File: src/rtl/cla_addsub_pipe_pkg.sv
// Shared definitions for the pipelined CLA add/sub/reduce unit.
// Operation encoding as seen on the op port.
package cla_addsub_pipe_pkg;

  typedef enum logic [1:0] {
    OP_ADD    = 2'b00,
    OP_SUB    = 2'b01,
    OP_PADDSB = 2'b10,
    OP_RED    = 2'b11
  } op_e;

endpackage

File: src/rtl/cla_addsub_pipe_if.sv
// Operand/result handshake bundle for cla_addsub_pipe.
// master = producer/consumer side, slave = the arithmetic unit.
interface cla_addsub_pipe_if #(
  parameter int unsigned WIDTH = 16
);

  logic             in_valid;
  logic             in_ready;
  logic [1:0]       op;
  logic [WIDTH-1:0] a;
  logic [WIDTH-1:0] b;
  logic             out_valid;
  logic             out_ready;
  logic [WIDTH-1:0] result;
  logic             flag_z;
  logic             flag_n;
  logic             flag_v;

  modport master (
    output in_valid, op, a, b, out_ready,
    input  in_ready, out_valid, result, flag_z, flag_n, flag_v
  );

  modport slave (
    input  in_valid, op, a, b, out_ready,
    output in_ready, out_valid, result, flag_z, flag_n, flag_v
  );

endinterface

File: src/rtl/cla_addsub_pipe_cla_lane.sv
// W-bit carry-lookahead lane: sum with carry-in, plus group propagate,
// group generate (carry-in independent) and carry-out.
module cla_lane #(
  parameter int unsigned W = 4
) (
  input  logic [W-1:0] a_i,
  input  logic [W-1:0] b_i,
  input  logic         cin_i,
  output logic [W-1:0] sum_o,
  output logic         p_o,
  output logic         g_o,
  output logic         cout_o
);

  logic [W-1:0] p;
  logic [W-1:0] g;
  logic [W:0]   c;
  logic         gg;

  always_comb begin
    p    = a_i ^ b_i;
    g    = a_i & b_i;
    c    = '0;
    c[0] = cin_i;
    gg   = 1'b0;
    for (int unsigned i = 0; i < W; i++) begin
      c[i+1] = g[i] | (p[i] & c[i]);
      gg     = g[i] | (p[i] & gg);
    end
    sum_o  = p ^ c[W-1:0];
    p_o    = &p;
    g_o    = gg;
    cout_o = c[W];
  end

endmodule

File: src/rtl/cla_addsub_pipe.sv
// Two-stage pipelined ADD/SUB/PADDSB/RED unit built from CLA lanes, with Z/N/V flags.
// Define ADDER_SAT_EN to make ADD/SUB clamp on signed overflow instead of wrapping.
module cla_addsub_pipe
  import cla_addsub_pipe_pkg::*;
#(
  parameter int unsigned WIDTH  = 16,
  parameter int unsigned LANE_W = 4,
  parameter int unsigned RED_W  = 8
) (
  input  logic              clk,
  input  logic              rst_n,
  cla_addsub_pipe_if.slave  io
);

  localparam int unsigned NL  = WIDTH / LANE_W;
  localparam int unsigned NC  = WIDTH / RED_W;
  localparam int unsigned LPC = RED_W / LANE_W;
  localparam logic [LANE_W-1:0] LANE_MAX = {1'b0, {(LANE_W-1){1'b1}}};
  localparam logic [LANE_W-1:0] LANE_MIN = {1'b1, {(LANE_W-1){1'b0}}};
`ifdef ADDER_SAT_EN
  localparam logic [WIDTH-1:0] W_MAX = {1'b0, {(WIDTH-1){1'b1}}};
  localparam logic [WIDTH-1:0] W_MIN = {1'b1, {(WIDTH-1){1'b0}}};
`endif

  // Handshake
  logic s1_valid_q, s2_valid_q;
  logic s1_adv, s2_adv;

  assign s2_adv      = !s2_valid_q || io.out_ready;
  assign s1_adv      = !s1_valid_q || s2_adv;
  assign io.in_ready = s1_adv;

  // Stage 1: independent lane sums
  op_e              op_in;
  logic             sub_in;
  logic [WIDTH-1:0] b_eff;
  logic [NL-1:0]    lane_cin;

  logic [NL-1:0][LANE_W-1:0] s1_sum_d, s1_sum_q;
  logic [NL-1:0]             s1_p_d, s1_p_q;
  logic [NL-1:0]             s1_g_d, s1_g_q;
  logic [NL-1:0]             s1_cout_d, s1_cout_q;
  logic [NL-1:0]             s1_amsb_d, s1_amsb_q;
  logic [NL-1:0]             s1_bmsb_d, s1_bmsb_q;
  op_e                       s1_op_q;

  assign op_in  = op_e'(io.op);
  assign sub_in = (op_in == OP_SUB);
  assign b_eff  = sub_in ? ~io.b : io.b;

  for (genvar i = 0; i < NL; i++) begin : g_lane
    // Only lane 0 sees the subtract carry-in; upper lanes are fixed up in S2.
    assign lane_cin[i]  = (i == 0) ? sub_in : 1'b0;
    assign s1_amsb_d[i] = io.a[i*LANE_W + LANE_W-1];
    assign s1_bmsb_d[i] = b_eff[i*LANE_W + LANE_W-1];

    cla_lane #(.W(LANE_W)) u_lane (
      .a_i    (io.a[i*LANE_W +: LANE_W]),
      .b_i    (b_eff[i*LANE_W +: LANE_W]),
      .cin_i  (lane_cin[i]),
      .sum_o  (s1_sum_d[i]),
      .p_o    (s1_p_d[i]),
      .g_o    (s1_g_d[i]),
      .cout_o (s1_cout_d[i])
    );
  end

  always_ff @(posedge clk or negedge rst_n) begin
    if (!rst_n) begin
      s1_valid_q <= 1'b0;
      s1_sum_q   <= '0;
      s1_p_q     <= '0;
      s1_g_q     <= '0;
      s1_cout_q  <= '0;
      s1_amsb_q  <= '0;
      s1_bmsb_q  <= '0;
      s1_op_q    <= OP_ADD;
    end else if (s1_adv) begin
      s1_valid_q <= io.in_valid;
      if (io.in_valid) begin
        s1_sum_q  <= s1_sum_d;
        s1_p_q    <= s1_p_d;
        s1_g_q    <= s1_g_d;
        s1_cout_q <= s1_cout_d;
        s1_amsb_q <= s1_amsb_d;
        s1_bmsb_q <= s1_bmsb_d;
        s1_op_q   <= op_in;
      end
    end
  end

  // Stage 2: carry resolve, saturation, reduction, flags
  logic [NL:0]       c;
  logic [WIDTH-1:0]  sum_as, pad, red, chunk;
  logic [LANE_W-1:0] lane;
  logic              ovf, v_as, v_pad;
  logic [WIDTH-1:0]  res_d, res_q;
  logic              z_d, n_d, v_d;
  logic              z_q, n_q, v_q;

  always_comb begin
    c      = '0;
    c[0]   = (s1_op_q == OP_SUB);
    sum_as = '0;
    pad    = '0;
    red    = '0;
    chunk  = '0;
    lane   = '0;
    ovf    = 1'b0;
    v_pad  = 1'b0;

    for (int unsigned i = 0; i < NL; i++) begin
      c[i+1] = s1_g_q[i] | (s1_p_q[i] & c[i]);
    end

    for (int unsigned i = 0; i < NL; i++) begin
      lane = s1_sum_q[i];
      sum_as[i*LANE_W +: LANE_W] = (i == 0) ? lane : lane + {{(LANE_W-1){1'b0}}, c[i]};
      ovf   = (s1_amsb_q[i] == s1_bmsb_q[i]) && (lane[LANE_W-1] != s1_amsb_q[i]);
      v_pad = v_pad | ovf;
      pad[i*LANE_W +: LANE_W] = ovf ? (s1_amsb_q[i] ? LANE_MIN : LANE_MAX) : lane;
    end

    // Signed overflow = carry into MSB ^ carry out, with carry-in recovered from the operand MSBs.
    v_as = s1_amsb_q[NL-1] ^ s1_bmsb_q[NL-1] ^ sum_as[WIDTH-1] ^ c[NL];
`ifdef ADDER_SAT_EN
    if (v_as) sum_as = s1_amsb_q[NL-1] ? W_MIN : W_MAX;
`endif

    // Each chunk pair: unsigned lane sums with carries, minus 2^RED_W per negative operand chunk.
    for (int unsigned k = 0; k < NC; k++) begin
      chunk = '0;
      for (int unsigned j = 0; j < LPC; j++) begin
        chunk = chunk + (WIDTH'({s1_cout_q[k*LPC+j], s1_sum_q[k*LPC+j]}) << (j*LANE_W));
      end
      red = red + chunk
                - (WIDTH'(s1_amsb_q[k*LPC+LPC-1]) << RED_W)
                - (WIDTH'(s1_bmsb_q[k*LPC+LPC-1]) << RED_W);
    end

    res_d = sum_as;
    v_d   = v_as;
    case (s1_op_q)
      OP_ADD, OP_SUB: begin
        res_d = sum_as;
        v_d   = v_as;
      end
      OP_PADDSB: begin
        res_d = pad;
        v_d   = v_pad;
      end
      OP_RED: begin
        res_d = red;
        v_d   = 1'b0;
      end
      default: begin
        res_d = sum_as;
        v_d   = v_as;
      end
    endcase
    z_d = (res_d == '0);
    n_d = res_d[WIDTH-1];
  end

  always_ff @(posedge clk or negedge rst_n) begin
    if (!rst_n) begin
      s2_valid_q <= 1'b0;
      res_q      <= '0;
      z_q        <= 1'b0;
      n_q        <= 1'b0;
      v_q        <= 1'b0;
    end else if (s2_adv) begin
      s2_valid_q <= s1_valid_q;
      if (s1_valid_q) begin
        res_q <= res_d;
        z_q   <= z_d;
        n_q   <= n_d;
        v_q   <= v_d;
      end
    end
  end

  assign io.out_valid = s2_valid_q;
  assign io.result    = res_q;
  assign io.flag_z    = z_q;
  assign io.flag_n    = n_q;
  assign io.flag_v    = v_q;

endmodule

File: src/flat_wrapper.sv
// flat-port wrapper written by rule: the top's interface ports become plain ports
module cla_addsub_pipe_flat import cla_addsub_pipe_pkg::*;
#(
  parameter int unsigned WIDTH  = 16,
  parameter int unsigned LANE_W = 4,
  parameter int unsigned RED_W  = 8
)
  (clk, rst_n, io_in_valid, io_op, io_a, io_b, io_out_ready, io_in_ready, io_out_valid, io_result, io_flag_z, io_flag_n, io_flag_v);
  cla_addsub_pipe_if #(.WIDTH(WIDTH)) io_i ();
  input  logic clk;
  input  logic rst_n;
  input wire logic [$bits(io_i.in_valid)-1:0] io_in_valid;
  input wire logic [$bits(io_i.op)-1:0] io_op;
  input wire logic [$bits(io_i.a)-1:0] io_a;
  input wire logic [$bits(io_i.b)-1:0] io_b;
  input wire logic [$bits(io_i.out_ready)-1:0] io_out_ready;
  output wire logic [$bits(io_i.in_ready)-1:0] io_in_ready;
  output wire logic [$bits(io_i.out_valid)-1:0] io_out_valid;
  output wire logic [$bits(io_i.result)-1:0] io_result;
  output wire logic [$bits(io_i.flag_z)-1:0] io_flag_z;
  output wire logic [$bits(io_i.flag_n)-1:0] io_flag_n;
  output wire logic [$bits(io_i.flag_v)-1:0] io_flag_v;
  assign io_i.in_valid = io_in_valid;
  assign io_i.op = io_op;
  assign io_i.a = io_a;
  assign io_i.b = io_b;
  assign io_i.out_ready = io_out_ready;
  assign io_in_ready = io_i.in_ready;
  assign io_out_valid = io_i.out_valid;
  assign io_result = io_i.result;
  assign io_flag_z = io_i.flag_z;
  assign io_flag_n = io_i.flag_n;
  assign io_flag_v = io_i.flag_v;
  cla_addsub_pipe #(.WIDTH(WIDTH), .LANE_W(LANE_W), .RED_W(RED_W)) u_core (.clk(clk), .rst_n(rst_n), .io(io_i));
endmodule
File: config.mk
export PLATFORM = sky130hd
export DESIGN_NAME = cla_addsub_pipe_flat
export DESIGN_NICKNAME = d
export VERILOG_FILES = /design/src/rtl/cla_addsub_pipe_pkg.sv /design/src/rtl/cla_addsub_pipe_if.sv /design/src/rtl/cla_addsub_pipe_cla_lane.sv /design/src/rtl/cla_addsub_pipe.sv /design/src/flat_wrapper.sv
export SDC_FILE = /design/constraint.sdc
export NUM_CORES = 1
export LEC_CHECK = 0
export BUFFER_PORTS_ARGS = -buffer_cell sky130_fd_sc_hd__buf_4
export CAP_MARGIN = 20
export CORE_MARGIN = 5
export CORE_UTILIZATION = 54
export DETAILED_ROUTE_END_ITERATION = 8
export PLACE_DENSITY = 0.84
export SLEW_MARGIN = 40
export SYNTH_ARGS = -nofsm -noshare
export SYNTH_HDL_FRONTEND = slang
export SYNTH_SLANG_ARGS = --single-unit
File: constraint.sdc
create_clock -name clk -period 3.8 [get_ports clk]
set_clock_uncertainty 0.1 [all_clocks]
set_input_delay 0.38 -clock clk [delete_from_list [all_inputs] [get_ports clk]]
set_output_delay 0.38 -clock clk [all_outputs]
set_load 0.02 [all_outputs]
==> results.md, run 1 <==
- Yosys warns: 0
- Routed vias: slightly below 4000
- Startpoint Class: flop
- Final setup margin: -227.4 ps
- Height of the chip: just over 100 um
- H-tree level count: 2
- Metal2 WL: between 5 and 6 mm
- CTS root buffer: clkbuf_8
- Simple-gate share of the synthesized area: between 10% and 20%
- Net Sw Frac: around 46%
- Antenna violations before repair: 0
- Power per cell area: about 890 mW/mm^2
- Crit end category: flop
- DR iter-0 viols: around 360
- Leak: approximately 2.7 nW
- Max-slew violation count: 0
- Avg Cell Area, Syn: between 9 and 10 um^2
- Failing checks: negative hold slack, negative setup slack
- Vias in the first global route: approximately 4000
- Boundary Pins: ~60
- CTS tree: done
- Worst ir drop on vdd: 0.5000 mV
- DR WL/cell: between 15 and 20 um
- Antenna fix cells: 0
- Core area: 0.008299 mm^2
- Final Hold Viols: 3
- Dpl cells: roughly 680
- FFs w/ async S/R, synth: between 90% and 100%
- Cell row count: 33
- DP HPWL: 8.966 mm
- Drt pass-1 iters: 6
- Final wirelength: 11.37 mm
- Die area: around 0.011 mm^2
- Netlist Area Pre-Place: approximately 0.0047 mm^2
- Pre-CTS WS: -367.3 ps
- Worst EP required: 3960 ps
- Wl on met1: 4.690 mm
- Synth Net Count: 607
- Starting Density: between 50% and 60%
- Post-synthesis mux area share: under 10%
- RSZ-0062 raised after global routing: yes
- Maximum fanout along the worst path: 4
- Top sig layer: met4
- DR DRC count: 0
- Placed cell areas: 0.005430 mm^2
- DR vias/cell: approximately 5.8
- TritonCTS Buffers: 5
- Deepest clock path buffer count: 2
- #FFs+latches synth: 55
- GRT Overall Usage: a little under a quarter
- Final ANT Viol Nets: 0
- WHS: -1.666 ps
- Post-synthesis xor/xnor area fraction: under 10%
- Met3 wire len: roughly 910 um
- Sequential power share: between 10% and 20%
- Die X: just over 100 um
- P_sw: ~2.3 mW
- Post-synth cell types: between 60 and 70
- Area grow syn2layout: 22.05%
- Tightest Pin Transition: roughly 690 ps
- Kind of critical path: reg -> reg
- Layout Utilization: 68.43%
- Max Fclk: roughly 250 MHz
- Design Area, Final: between 0.005 and 0.006 mm^2
- Clock power frac: roughly 6.9%
- CP arrival: roughly 4200 ps
- Internal power: about 2.7 mW
- Finished Layout Cells: between 600 and 700
- Fillers: ~640
- Final Total Pwr: 5.078 mW
- Worst-Skew Late Latency: 320 ps
- Final worst-path cycle share: 106.0%
- R2r startpoint: u_core.s1_sum_q[4]$_DFFE_PN0P_
- Pin count of the biggest net entering global routing: 56
- Worst hold path class: in -> async
- Post-Syn Instances: roughly 500
- Number of max-cap violations: 0
- Multi-input logic area: ~0.0031 mm^2
- Comb pwr share: approximately 75%
- Compound-Gate Fraction of Synth Area: between 10% and 20%
- Most frequent cells in the layout: 95 x buf_4, 55 x inv_1, 55 x dfrtp_1
- Share of cells above drive strength 1: 28.62%
- Sequential share of the synthesized area: between 20 and 30%
- Crit path time final: approximately 4000 ps
- Reg area: 0.001376 mm^2
- Status: complete, but fails checks
- Worst setup path start: u_core.s1_sum_q[4]$_DFFE_PN0P_
- Synth Area in Adders: approximately 23%
- Clock Pin Slew Worst Setup and Hold Paths: around 100 ps
- Main combinational cell family by area after synthesis: adder cells
- TNS Setup: -745.3 ps
- CTS Sinks: 55
- Post-synth EDFFs: 0
- Dominant synthesized flop cell: dfrtp_1
- Setup-failing EPs final: 6
- NumNets Final: 690
- Most common cell after layout, fill and taps aside: buf_4
- Congestion Overflow GR: 0
- First-pass GRT wire length: between 15 and 20 mm
- GPL Wtd Cong: roughly 0.96
- Slew HR: a little over half
- Port buffer count: 58
Yosys cell counts, drive strengths merged, types with 6 or more instances:
master,number,area [um^2]
nand3,11,55.05
fa,18,360.4
ha,55,688.2
nand2b,7,43.79
clkbuf,14,52.55
nand2,46,175.2
a21oi,22,110.1
mux2,25,281.5
dfrtp,55,1376
nor2,22,82.58
nand4,6,37.54
o21ai,45,232.7
xnor2,32,280.3
a21o,7,52.55
xor2,9,78.83
inv,59,221.5
cells by family after synthesis:
family,count (synthesis)
AND/OR/NAND/NOR,115
AO/OA/AOI/OAI,109
buffers and inverters,78
adder cells (fa/ha/maj),73
flip-flops,55
XOR/XNOR,41
multiplexers,25
sequential cells by signal, summed over array words and instances, names as in the netlist, 2 cells and up:
signal            flops
u_core.s1_p_q         4
u_core.s1_cout_q      4
u_core.s1_amsb_q      4
u_core.s1_bmsb_q      4
u_core.s1_op_q        2
u_core.s1_sum_q      12
u_core.io.result     15
u_core.lane           4
path summary, 6_finish.rpt:
| path | to | slack, ps | cells after the start |
|---|---|---|---|
| worst max-delay path | u_core.io.flag_z$_DFFE_PN0P_ | -230 | 17 |
| worst min-delay path | u_core.io.result[14]$_DFFE_PN0P_ | -2 | 1 |
| worst min register to register | u_core.io.result[5]$_DFFE_PN0P_ | 390 | 2 |
| min in group clk | u_core.s1_valid_q$_DFFE_PN0N_ | 160 | 2 |
| worst max register to register | u_core.io.flag_z$_DFFE_PN0P_ | -230 | 17 |
| max in group asynchronous | u_core.s1_sum_q[0]$_DFFE_PN0P_ | 3150 | 1 |
layer usage:
| layer | track usage (%) | vias to the layer above |
|---|---|---|
| li1 | - | 1864 |
| met1 | 29.78 | 1875 |
| met2 | 39.82 | 178 |
| met3 | 3.924 | 26 |
| met4 | 4.880 | 0 |
| met5 | 0 | - |
what timing repair did:
item,in CTS,in global routing
pin swaps,7,5
buffers inserted,1,0
hold buffers,0,0
resized for setup,22,7
setup endpoints to repair,7,8
final cells by class:
| class | instances | share of cell area, % |
|---|---|---|
| Clock inverter | 1 | 0.1542 |
| Clock buffer | 7 | 1.520 |
| Tap cell | 105 | 2.313 |
| Timing Repair Buffer | 95 | 12.56 |
| Multi-Input combinational cell | 363 | 55.32 |
| Inverter | 59 | 3.900 |
| Sequential cell | 55 | 24.23 |
power by group through the flow:
stage	Sequential (mW)	Clock, mW	Combinational (mW)
floorplan	0.986	0	2.24
global placement	0.889	0	3.39
detailed placement	0.904	0	3.49
CTS	0.900	0.360	3.70
global route	0.934	0.374	4.20
finish	0.908	0.348	3.82
critical path: stages, from the launching register on:
cell     delay [ps]
dfrtp_1         410
ha_4            160
ha_4            140
nand3_4          80
xnor2_2         150
fa_1            540
inv_2            50
ha_4            150
fa_1            520
inv_2            50
ha_4            240
buf_4           130
a211o_1         290
a31oi_4         230
xnor2_2         130
o21ai_2          80
nor4_2          290
a32o_1          200
(Power assumes the default switching activity.)
==> run 2: changes to the inputs <==
- clock period: 3.8 -> 3.6 ns (I/O delays scaled with it)
==> run 2 against run 1 <==
Against the previous run:
- the flow still finishes with violations (negative hold slack, negative setup slack)
- total power increased by 19%
- highest routed layer unchanged
- combinational power increased by 24%
- largest power group unchanged
- first-iteration DRC count decreased by 7.8%
- die area unchanged
- core utilization increased by 3.3 points
- count of clock-buffer cells in the layout unchanged
- global-route usage increased by 1.2 points
- sequential share of layout area decreased by 1.1 points
- cell count increased by 3.6%
- clock power increased by 5%
- register-to-register slack got worse by 230 ps
- sequential power increased by 4.6%
==> results.md, run 2 (synthesis gave the netlist of run 1 again) <==
- GRT Overall Usage: 24.03% (+1.2 points)
- Fillers: 625 (-1.9%)
- Most common cell after layout, fill and taps aside: buf_4
- CTS root buffer: clkbuf_8
- Drt pass-1 iters: 5 (-1)
- Status: complete, but fails checks
- Vias in the first global route: 4118 (+2.5%)
- Antenna violations before repair: 0 (unchanged)
- Max Fclk: 246.3 MHz (-0.78%)
- Cell row count: 33 (unchanged)
- Maximum fanout along the worst path: 3 (-1)
- GPL Wtd Cong: 0.9801 (+1.8%)
- CTS Sinks: 55 (unchanged)
- Metal2 WL: 6.016 mm (+8.2%)
- Most frequent cells in the layout: 119 x buf_4, 55 x dfrtp_1, 54 x inv_1
- CTS tree: done
- Setup-failing EPs final: 8 (+2)
- DR iter-0 viols: 329 (-7.8%)
- Worst ir drop on vdd: 0.5898 mV (+18%)
- R2r startpoint: u_core.s1_cout_q[2]$_DFFE_PN0P_
- DR vias/cell: 5.717 (-0.68%)
- Layout Utilization: 71.73% (+3.3 points)
- Antenna fix cells: 0 (unchanged)
- Worst EP required: 3740 ps (-220 ps)
- Boundary Pins: 59 (unchanged)
- Design Area, Final: 0.005953 mm^2 (+4.8%)
- Met3 wire len: 670 um (-27%)
- Die X: 102.8 um (unchanged)
- Final Hold Viols: 21 (+18)
- Congestion Overflow GR: 0 (unchanged)
- Area grow syn2layout: 27.94%
- Sequential power share: 15.7% (-2.2 points)
- Final worst-path cycle share: 112.8% (+6.8 points)
- WHS: -15.82 ps (-14.15 ps)
- Clock power frac: 6.0% (-0.9 points)
- Kind of critical path: reg -> reg
- Failing checks: negative hold slack, negative setup slack
- Startpoint Class: flop
- NumNets Final: 715 (+3.6%)
- Leak: 2.838 nW (+5.2%)
- Core area: 0.008299 mm^2 (unchanged)
- Max reg flops: 15 (unchanged)
- Crit path time final: 4059 ps (+31.84 ps)
- Final Total Pwr: 6.059 mW (+19%)
- Power per cell area: 1018 mW/mm^2 (+14%)
- Routed vias: 4059 (+2.9%)
- Pre-CTS WS: -457.8 ps (-90.50 ps)
- P_sw: 2.771 mW (+18%)
- Height of the chip: 102.8 um (unchanged)
- Placed cell areas: 0.005574 mm^2 (+2.6%)
- Comb pwr share: 78.3% (+3.0 points)
- Final setup margin: -459.3 ps (-231.8 ps)
- DR DRC count: 0 (unchanged)
- TritonCTS Buffers: 5 (unchanged)
- Final wirelength: 12.40 mm (+9.1%)
- Share of cells above drive strength 1: 33.22% (+4.6 points)
- CP arrival: 4200 ps (about the same)
- Tightest Pin Transition: 721.9 ps (+35.45 ps)
- Hold buffer count at cts: 0 (unchanged)
- R2R cell count: 20 (+3)
- Clock Pin Slew Worst Setup and Hold Paths: 110 ps (about the same)
- Crit end category: flop
- RSZ-0062 raised after global routing: yes
- Number of max-cap violations: 0 (unchanged)
- Worst-Skew Late Latency: 320 ps (about the same)
- Wl on met1: 5.426 mm (+16%)
- Net Sw Frac: 45.72% (-0.48 points)
- Reg2reg end: u_core.io.result[10]$_DFFE_PN0P_
- Pin count of the biggest net entering global routing: 56 (unchanged)
- Starting Density: 56.07% (unchanged)
- H-tree level count: 2 (unchanged)
- Die area: 0.01057 mm^2 (unchanged)
- First-pass GRT wire length: 20.01 mm (+4.5%)
- Max-slew violation count: 0 (unchanged)
- Internal power: 3.289 mW (+20%)
- Slew HR: 51.87% (-2.4 points)
- DP HPWL: 9.646 mm (+7.6%)
- R2R setup slack: -460 ps (-230 ps)
- Final ANT Viol Nets: 0 (unchanged)
- Top sig layer: met4
- Port buffer count: 58 (unchanged)
- Worst hold path class: in -> async
- Deepest clock path buffer count: 2 (unchanged)
- DR WL/cell: 17.46 um (+5.2%)
[run 2: power by group through the flow]
stage / sequential, mW / clock (mW) / combinational (mW)
finish: 0.950 / 0.364 / 4.75
global route: 0.974 / 0.388 / 5.12
CTS: 0.938 / 0.366 / 4.27
detailed placement: 0.950 / 0 / 3.95
global placement: 0.937 / 0 / 3.84
floorplan: 1.04 / 0 / 2.39
[run 2: how the worst max path moves through the flow]
stage | from | end | slack [ps] | cells after the start
finish | u_core.s1_cout_q[2]$_DFFE_PN0P_ | u_core.io.result[10]$_DFFE_PN0P_ | -460 | 20
global route | u_core.s1_cout_q[2]$_DFFE_PN0P_ | u_core.io.result[10]$_DFFE_PN0P_ | -590 | 20
detailed placement | u_core.s1_cout_q[0]$_DFFE_PN0P_ | u_core.io.flag_z$_DFFE_PN0P_ | -460 | 18
global placement | u_core.s1_cout_q[2]$_DFFE_PN0P_ | u_core.io.flag_z$_DFFE_PN0P_ | -360 | 18
CTS | u_core.s1_cout_q[0]$_DFFE_PN0P_ | u_core.io.flag_z$_DFFE_PN0P_ | -380 | 17
floorplan | u_core.s1_sum_q[4]$_DFFE_PN0P_ | u_core.io.flag_z$_DFFE_PN0P_ | -310 | 18
[run 2: area by class of cell]
type                    count  area, um^2  share of cell area [%]
multi-input cells         363        3234                   54.33
flip-flops and latches     55        1376                   23.12
repair buffers            120       904.6                   15.20
inverters                  59       221.5                   3.720
well taps                 105       131.4                   2.207
clock buffers               7       76.32                   1.282
clock inverters             1       8.758                  0.1471
[run 2: metal layers]
layer | GRT usage, % | vias up
met5 | 0 | -
met3 | 3.180 | 26
li1 | - | 1910
met4 | 6.773 | 0
met2 | 40.71 | 132
met1 | 32.39 | 1991
[run 2: critical path, stage by stage (launching register included)]
cell	delay, ps
dfrtp_1	410
ha_4	160
ha_4	140
nand3_4	80
xnor2_2	160
fa_1	520
inv_2	50
ha_4	210
ha_4	260
inv_2	40
ha_4	210
a21o_1	200
a31o_1	200
a21o_1	190
buf_4	140
buf_6	120
o211ai_1	270
nand3_4	120
buf_4	150
buf_4	120
o21ai_2	110
[run 2: metrics by stage]
stage          hold WS (ps)  setup TNS (ps)  cells
6_report             -15.82           -2189    710
5_1_grt               50.39           -3513    710
4_1_cts               20.48           -1533    706
3_5_place_dp          366.1           -1851    692
3_3_place_gp          341.8           -1282    692
2_1_floorplan        -35.59          -518.1    496
[run 2: timing repair]
action                                  CTS  global route
gates resized for setup                  17            25
buffers inserted                          6             4
pin swaps                                14            21
endpoints found under the setup margin    9            10
